$ cat src/rtl/instr_fetch_if.sv
// Fetch-stage bundle: control/programming inputs toward instr_fetch, registered fetch results back.
// master = driver of stall/redirect/programming (pipeline control); slave = instr_fetch itself.
interface instr_fetch_if #(
    parameter int DEPTH = 64
);
    localparam int AW = $clog2(DEPTH);

    logic          stall;
    logic          redirect;
    logic [31:0]   redirect_pc;
    logic          prog_we;
    logic [AW-1:0] prog_addr;
    logic [31:0]   prog_data;

    logic [31:0]   instruccion;
    logic [31:0]   pc_out;
    logic          valid;
    logic          fault;
    logic [31:0]   fetch_count;

    modport master (
        output stall, redirect, redirect_pc, prog_we, prog_addr, prog_data,
        input  instruccion, pc_out, valid, fault, fetch_count
    );

    modport slave (
        input  stall, redirect, redirect_pc, prog_we, prog_addr, prog_data,
        output instruccion, pc_out, valid, fault, fetch_count
    );
endinterface

$ cat src/rtl/instr_fetch.sv
// Instruction fetch: PC + word-addressed instruction memory, one registered issue per cycle (1-cycle latency).
// stall holds PC and all outputs; redirect inserts one bubble; a fault is sticky until rst.
module instr_fetch #(
    parameter int          DEPTH    = 64,
    parameter logic [31:0] RESET_PC = 32'h0000_0000
) (
    input  logic         clk,
    input  logic         rst,
    instr_fetch_if.slave bus
);
    localparam int AW = $clog2(DEPTH);

    typedef enum logic {RUN, FAULT} state_t;

    state_t        state;
    logic [31:0]   pc;
    logic [31:0]   mem [DEPTH];
    logic [31:0]   instr_q;
    logic [31:0]   pc_out_q;
    logic          valid_q;
    logic          fault_q;
    logic [31:0]   count_q;

    logic [AW-1:0] widx;
    logic          out_of_range;

    assign widx         = pc[AW+1:2];
    // Any PC bit above the memory's word index means the word index is >= DEPTH.
    assign out_of_range = |pc[31:AW+2];

    // Programming port is never blocked by reset or state; the fetch below reads the pre-edge word.
    always_ff @(posedge clk) begin
        if (bus.prog_we) begin
            mem[bus.prog_addr] <= bus.prog_data;
        end
    end

    always_ff @(posedge clk) begin
        if (rst) begin
            state    <= RUN;
            pc       <= RESET_PC;
            instr_q  <= '0;
            pc_out_q <= '0;
            valid_q  <= 1'b0;
            fault_q  <= 1'b0;
            count_q  <= '0;
        end else if (state == RUN) begin
            if (bus.redirect) begin
                valid_q <= 1'b0;
                instr_q <= '0;
                if (bus.redirect_pc[1:0] != 2'b00) begin
                    state   <= FAULT;
                    fault_q <= 1'b1;
                end else begin
                    pc <= bus.redirect_pc;
                end
            end else if (!bus.stall) begin
                if (out_of_range) begin
                    state   <= FAULT;
                    fault_q <= 1'b1;
                    valid_q <= 1'b0;
                    instr_q <= '0;
                end else begin
                    instr_q  <= mem[widx];
                    pc_out_q <= pc;
                    valid_q  <= 1'b1;
                    pc       <= pc + 32'd4;
                    count_q  <= count_q + 32'd1;
                end
            end
        end
    end

    assign bus.instruccion = instr_q;
    assign bus.pc_out      = pc_out_q;
    assign bus.valid       = valid_q;
    assign bus.fault       = fault_q;
    assign bus.fetch_count = count_q;
endmodule

$ cat src/flat_wrapper.sv
// flat-port wrapper written by rule: the top's interface ports become plain ports
module instr_fetch_flat 
#(
    parameter int          DEPTH    = 64,
    parameter logic [31:0] RESET_PC = 32'h0000_0000
)
  (clk, rst, bus_stall, bus_redirect, bus_redirect_pc, bus_prog_we, bus_prog_addr, bus_prog_data, bus_instruccion, bus_pc_out, bus_valid, bus_fault, bus_fetch_count);
  instr_fetch_if #(.DEPTH(DEPTH)) bus_i ();
  input  logic clk;
  input  logic rst;
  input wire logic [$bits(bus_i.stall)-1:0] bus_stall;
  input wire logic [$bits(bus_i.redirect)-1:0] bus_redirect;
  input wire logic [$bits(bus_i.redirect_pc)-1:0] bus_redirect_pc;
  input wire logic [$bits(bus_i.prog_we)-1:0] bus_prog_we;
  input wire logic [$bits(bus_i.prog_addr)-1:0] bus_prog_addr;
  input wire logic [$bits(bus_i.prog_data)-1:0] bus_prog_data;
  output wire logic [$bits(bus_i.instruccion)-1:0] bus_instruccion;
  output wire logic [$bits(bus_i.pc_out)-1:0] bus_pc_out;
  output wire logic [$bits(bus_i.valid)-1:0] bus_valid;
  output wire logic [$bits(bus_i.fault)-1:0] bus_fault;
  output wire logic [$bits(bus_i.fetch_count)-1:0] bus_fetch_count;
  assign bus_i.stall = bus_stall;
  assign bus_i.redirect = bus_redirect;
  assign bus_i.redirect_pc = bus_redirect_pc;
  assign bus_i.prog_we = bus_prog_we;
  assign bus_i.prog_addr = bus_prog_addr;
  assign bus_i.prog_data = bus_prog_data;
  assign bus_instruccion = bus_i.instruccion;
  assign bus_pc_out = bus_i.pc_out;
  assign bus_valid = bus_i.valid;
  assign bus_fault = bus_i.fault;
  assign bus_fetch_count = bus_i.fetch_count;
  instr_fetch #(.DEPTH(DEPTH), .RESET_PC(RESET_PC)) u_core (.clk(clk), .rst(rst), .bus(bus_i));
endmodule
$ cat config.mk
export PLATFORM = sky130hd
export DESIGN_NAME = instr_fetch_flat
export DESIGN_NICKNAME = d
export VERILOG_FILES = /design/src/rtl/instr_fetch_if.sv /design/src/rtl/instr_fetch.sv /design/src/flat_wrapper.sv
export SDC_FILE = /design/constraint.sdc
export NUM_CORES = 2
export LEC_CHECK = 0
export ABC_AREA = 1
export CORE_MARGIN = 2
export CORE_UTILIZATION = 50
export DETAILED_ROUTE_END_ITERATION = 10
export PLACE_DENSITY_LB_ADDON = 0.25
export SLEW_MARGIN = 20
export SYNTH_ARGS = -nofsm -noshare
export SYNTH_HDL_FRONTEND = slang
export SYNTH_SLANG_ARGS = --single-unit
$ cat constraint.sdc
create_clock -name clk -period 5.9 [get_ports clk]
set_clock_uncertainty 0.2 [all_clocks]
set_input_delay 1.77 -clock clk [delete_from_list [all_inputs] [get_ports clk]]
set_output_delay 1.77 -clock clk [all_outputs]
set_load 0.01 [all_outputs]
**Word-level counts from Yosys, hierarchy flattened**

Memories as Yosys holds them, arrays and structs flattened. A register that Yosys moved wholly into a read port is not among the register bits.
Cells that the tools add are included.

- Memories: 1
- Input port bits: 75
- Memory bits (writable): 2048
- Logic and storage cells: 48
- Flip-flop bits (word level): 131

Memories:

| name | depth | bits a word | rd ports | clocked after memory_dff | write ports | line | source |
|---|---|---|---|---|---|---|---|
| u_core.mem | 64 | 32 | 1 | 1 | 1 | instr_fetch.sv:17 | `logic [31:0] mem [DEPTH];` |

- Reduce and logical (&&, ||, !) cells: 7
- Add/subtract/negate cells: 2
- Multiplexer cells: 23
- Bitwise gates (word level): 4
- Equal/unequal tests: 4

Operators with widths:

| cell | number |
|---|---|
| $mux 32 | 7 |
| $add 32x1->32 const B | 1 |
| $add 32x3->32 const B | 1 |
| $reduce_or 24->1 | 1 |
| $mux 1 | 14 |
| $mux 6 | 2 |
| $reduce_and 4->1 | 3 |
| $ne 2x1->1 const B | 2 |
| $ne 2x2->1 const B | 2 |
| $not 1->1 | 4 |
| $reduce_bool 2->1 | 2 |
| $reduce_and 2->1 | 1 |

**Logic depth before layout (Yosys ltp)**

- Depth after elaboration: 6
- Depth in mapped cells: 14

**Worst setup path after synthesis**

Ideal clock, no wire load.

- Kind: input to register
- From: input port bus_prog_we
- To: memory u_core.mem[48][0], enable pin
- Arrival: 5.398 ns
- Stages: 3
- Setup slack: -0.200 ns
- Buffers on the path: 1
- Path through: clkbuf_1 -> nand4_1 -> nor4_1

- Longest elaborated chain between the ends: 2

Ends and longest elaborated chain:

| what | line | source |
|---|---|---|
| from (decl) | flat_wrapper.sv:14 | `input wire logic [$bits(bus_i.prog_we)-1:0] bus_prog_we;` |
| $mux 1 | instr_fetch.sv:33 | `if (bus.prog_we) begin` |
| $mux 1 (implied by the code) | instr_fetch.sv:34 | `mem[bus.prog_addr] <= bus.prog_data;` |
| to (decl) | instr_fetch.sv:17 |  |

Every way passes these cells.

**Final worst setup path**

- From: input port bus_prog_addr[2]
- To: memory u_core.mem[10][6], enable pin

RTL lines:

| what | line | source |
|---|---|---|
| from (decl) | flat_wrapper.sv:15 | `input wire logic [$bits(bus_i.prog_addr)-1:0] bus_prog_addr;` |

No word-level cell before the write port.

==> results_dict.tcl <==
set metrics [dict create \
    start_util 0.502 \
    cts.sinks 2185 \
    wl_um 257000 \
    synth_area_per_cell_um2 11.6 \
    die_h_um 424 \
    core_um2 176000 \
    max_stage_delay_ns 0.70 \
    grt_pass1_vias 56000 \
    critPathBufInv 4 \
    worst_pin_slew_ns 1.20 \
    vias_per_cell 5.89 \
    crit_chain "clkdlybuf4s50_1 -> inv_1 -> nand4_1 -> buf_4 -> nor2_4 -> buf_4" \
    port-buffer-count 172 \
    avgRoutedWirePerCell_um 25.2 \
    cp_common_cell "buf_4" \
    max-cap-violations 0 \
    ys_async_sr_fraction 0 \
    gp_congestion 0.914 \
    critPathLaunchType "input port" \
    overflow 0 \
    num_vias 60200 \
    postCtsSetupBuffers 0 \
    postCtsHoldBufs 0 \
    drc 0 \
    numCtsBuffers 215 \
    min_path_type "flip-flop to flip-flop" \
    path_clk_slew_ns 0.06 \
    grt_max_degree 196 \
    synth_cell_type_count 34 \
    track_usage 0.282 \
    hold_viol 0 \
    clockRootBuffer "clkbuf_16" \
    yosys_register_bits 2185 \
    outcome "finished clean" \
    synth_edf_count 2048 \
    tns_ns 0 \
    synth.largest_area_cell "edfxtp_1" \
    area_delta_synth_final_pct 12.5 \
    setup_violations 0 \
    finalCritPeriodShare 0.720 \
    path_class "input port to flip-flop" \
    grt_pass1_wl_um 375000 \
    rsz0062_at_grt "false" \
    hpwl_um 145000 \
    period_needed_ns 4.25 \
    cts_buffer_depth 3 \
    ios 173 \
    total_power_w 0.0347 \
    syn_area_um2 88300 \
    post_cts_resized 0 \
    holdWs_ns 0.236 \
    synthTopCellsByCount "2,458 x nand2_1, 2,048 x edfxtp_1, 1,982 x nand3_1, 247 x buf_2, 176 x nor2_1" \
    critPathArrivalTime_ns 4.53 \
    postRouteAntennaNets 0 \
    syn_nets 7709 \
    netlist_instances 7632 \
    dr.pass1.iters 8 \
    p_leak_nw 34.3 \
    dieArea_um2 180000 \
    fin_util 0.565 \
    synth.area.top_cells "edfxtp_1 70%, nand3_1 11%, nand2_1 10%, dfxtp_1 3.1%, buf_2 1.4%" \
    die_x_um 424 \
    cp-end-kind "flip-flop" \
    cp_max_fo 32 \
    cpLargestDelayFamily "buffers and inverters" \
    slew_viol_final 0 \
    worstSkewPairLatency_ns 0.88 \
    drt_iter0_markers 8312 \
    synth_ff_type "edfxtp_1" \
    critical_path.slowest_cell "nand4_1" \
    ir_worst_vdd_mv 0.253 \
    htreeDepth 4 \
    p_per_area_nw_per_um2 350 \
    drive_gt1_frac 0.0736 \
    antenna_found_initial 16 \
    rows 154 \
    fmax_mhz 235 \
    worstPathRequired_ns 6.18 \
    synth.most_common_cell "nand2_1" \
    ys.warnings.count 0 \
    max_slew_margin 0.201 \
    cts_tree "yes" \
    yosysTopAreaCellShare 0.697 \
    fin_nets 7767 \
    ys_seq_area_frac 0.728 \
]
routing by layer:
metal  wire, um  track usage  up-vias
met2     121000        0.439     3181
met4      11600        0.126        4
met3      25100       0.0519      481
met1      99800        0.389    29400
li1           -            -    27100
met5         26            0        -
worst min-delay path, delay by kind of cell, from the launching register on:
family / cells / cell delay [ns]
flip-flops: 1 / 0.30
AND/OR/NAND/NOR: 2 / 0.09
state kept, by name, summed over array words and instances (netlist names), named ones only:
name,flops
u_core.bus.valid,1
u_core.state,1
u_core.bus.pc_out,32
u_core.bus.fetch_count,32
u_core.mem,2048
u_core.bus.fault,1
u_core.pc,32
u_core.bus.instruccion,32
worst paths after layout:
path                            depth (start not counted)                   from                   endpoint  slack (ns)
worst max-delay path                                    6       bus_prog_addr[2]          u_core.mem[10][6]        1.65
worst min-delay path                                    2  u_core.bus.pc_out[22]      u_core.bus.pc_out[22]        0.24
worst max register to register                         10              flip-flop  u_core.bus.instruccion[2]        2.13
worst min register to register                          2  u_core.bus.pc_out[22]      u_core.bus.pc_out[22]        0.24
cell type report:
class,instances,area (um2)
fillers,14300,76400
flip-flops and latches,2185,64300
multi-input cells,4879,21800
clock buffers,258,5640
repair buffers,333,3080
well taps,2340,2930
clock inverters,140,1240
inverters,76,322
diodes,9,22.5
cell families after synthesis:
family | count (synthesis) | share of synthesized area
xor+xnor | 28 | 0.00278
mux | 1 | 0.000113
buf+inv | 568 | 0.0305
flops | 2185 | 0.728
compound gates | 151 | 0.00886
fa+ha+maj | 2 | 0.000283
simple gates | 4697 | 0.230
where the power goes:
part           internal, W  switching (W)  total, W
combinational     0.000953        0.00313   0.00409
sequential          0.0171       0.000115    0.0172
clock              0.00758        0.00588    0.0135
total               0.0256        0.00913    0.0347
metrics by stage:
stage,instance area (um2),instances,setup slack (ns)
2_1_floorplan,88300,7632,-0.200
3_3_place_gp,92400,9813,0.965
3_5_place_dp,92400,9813,0.898
4_1_cts,99300,10200,1.76
5_1_grt,99300,10200,1.61
6_report,99300,10200,1.65
cells in the final DEF, fill, tap and decap left out, types with 8 or more instances in the layout:
cell | netlist | final
nand2_1 | 2458 | 2458
edfxtp_1 | 2048 | 2048
nand3_1 | 1982 | 1982
clkbuf_16 | 0 | 218
buf_4 | 59 | 160
clkdlybuf4s50_1 | 0 | 139
dfxtp_1 | 137 | 131
nor2_1 | 176 | 120
a21oi_1 | 103 | 103
inv_1 | 67 | 64
clkinv_1 | 0 | 64
nor2_4 | 0 | 56
clkinv_2 | 1 | 38
clkbuf_1 | 123 | 37
nor3_1 | 34 | 34
nand4_1 | 32 | 32
o21ai_0 | 32 | 32
xor2_1 | 22 | 22
buf_12 | 0 | 21
bufinv_16 | 0 | 18
buf_2 | 247 | 13
diode_2 | 0 | 9
nor4_2 | 0 | 8
inv_2 | 8 | 8
No activity file was read; power rests on OpenSTA's default activity.
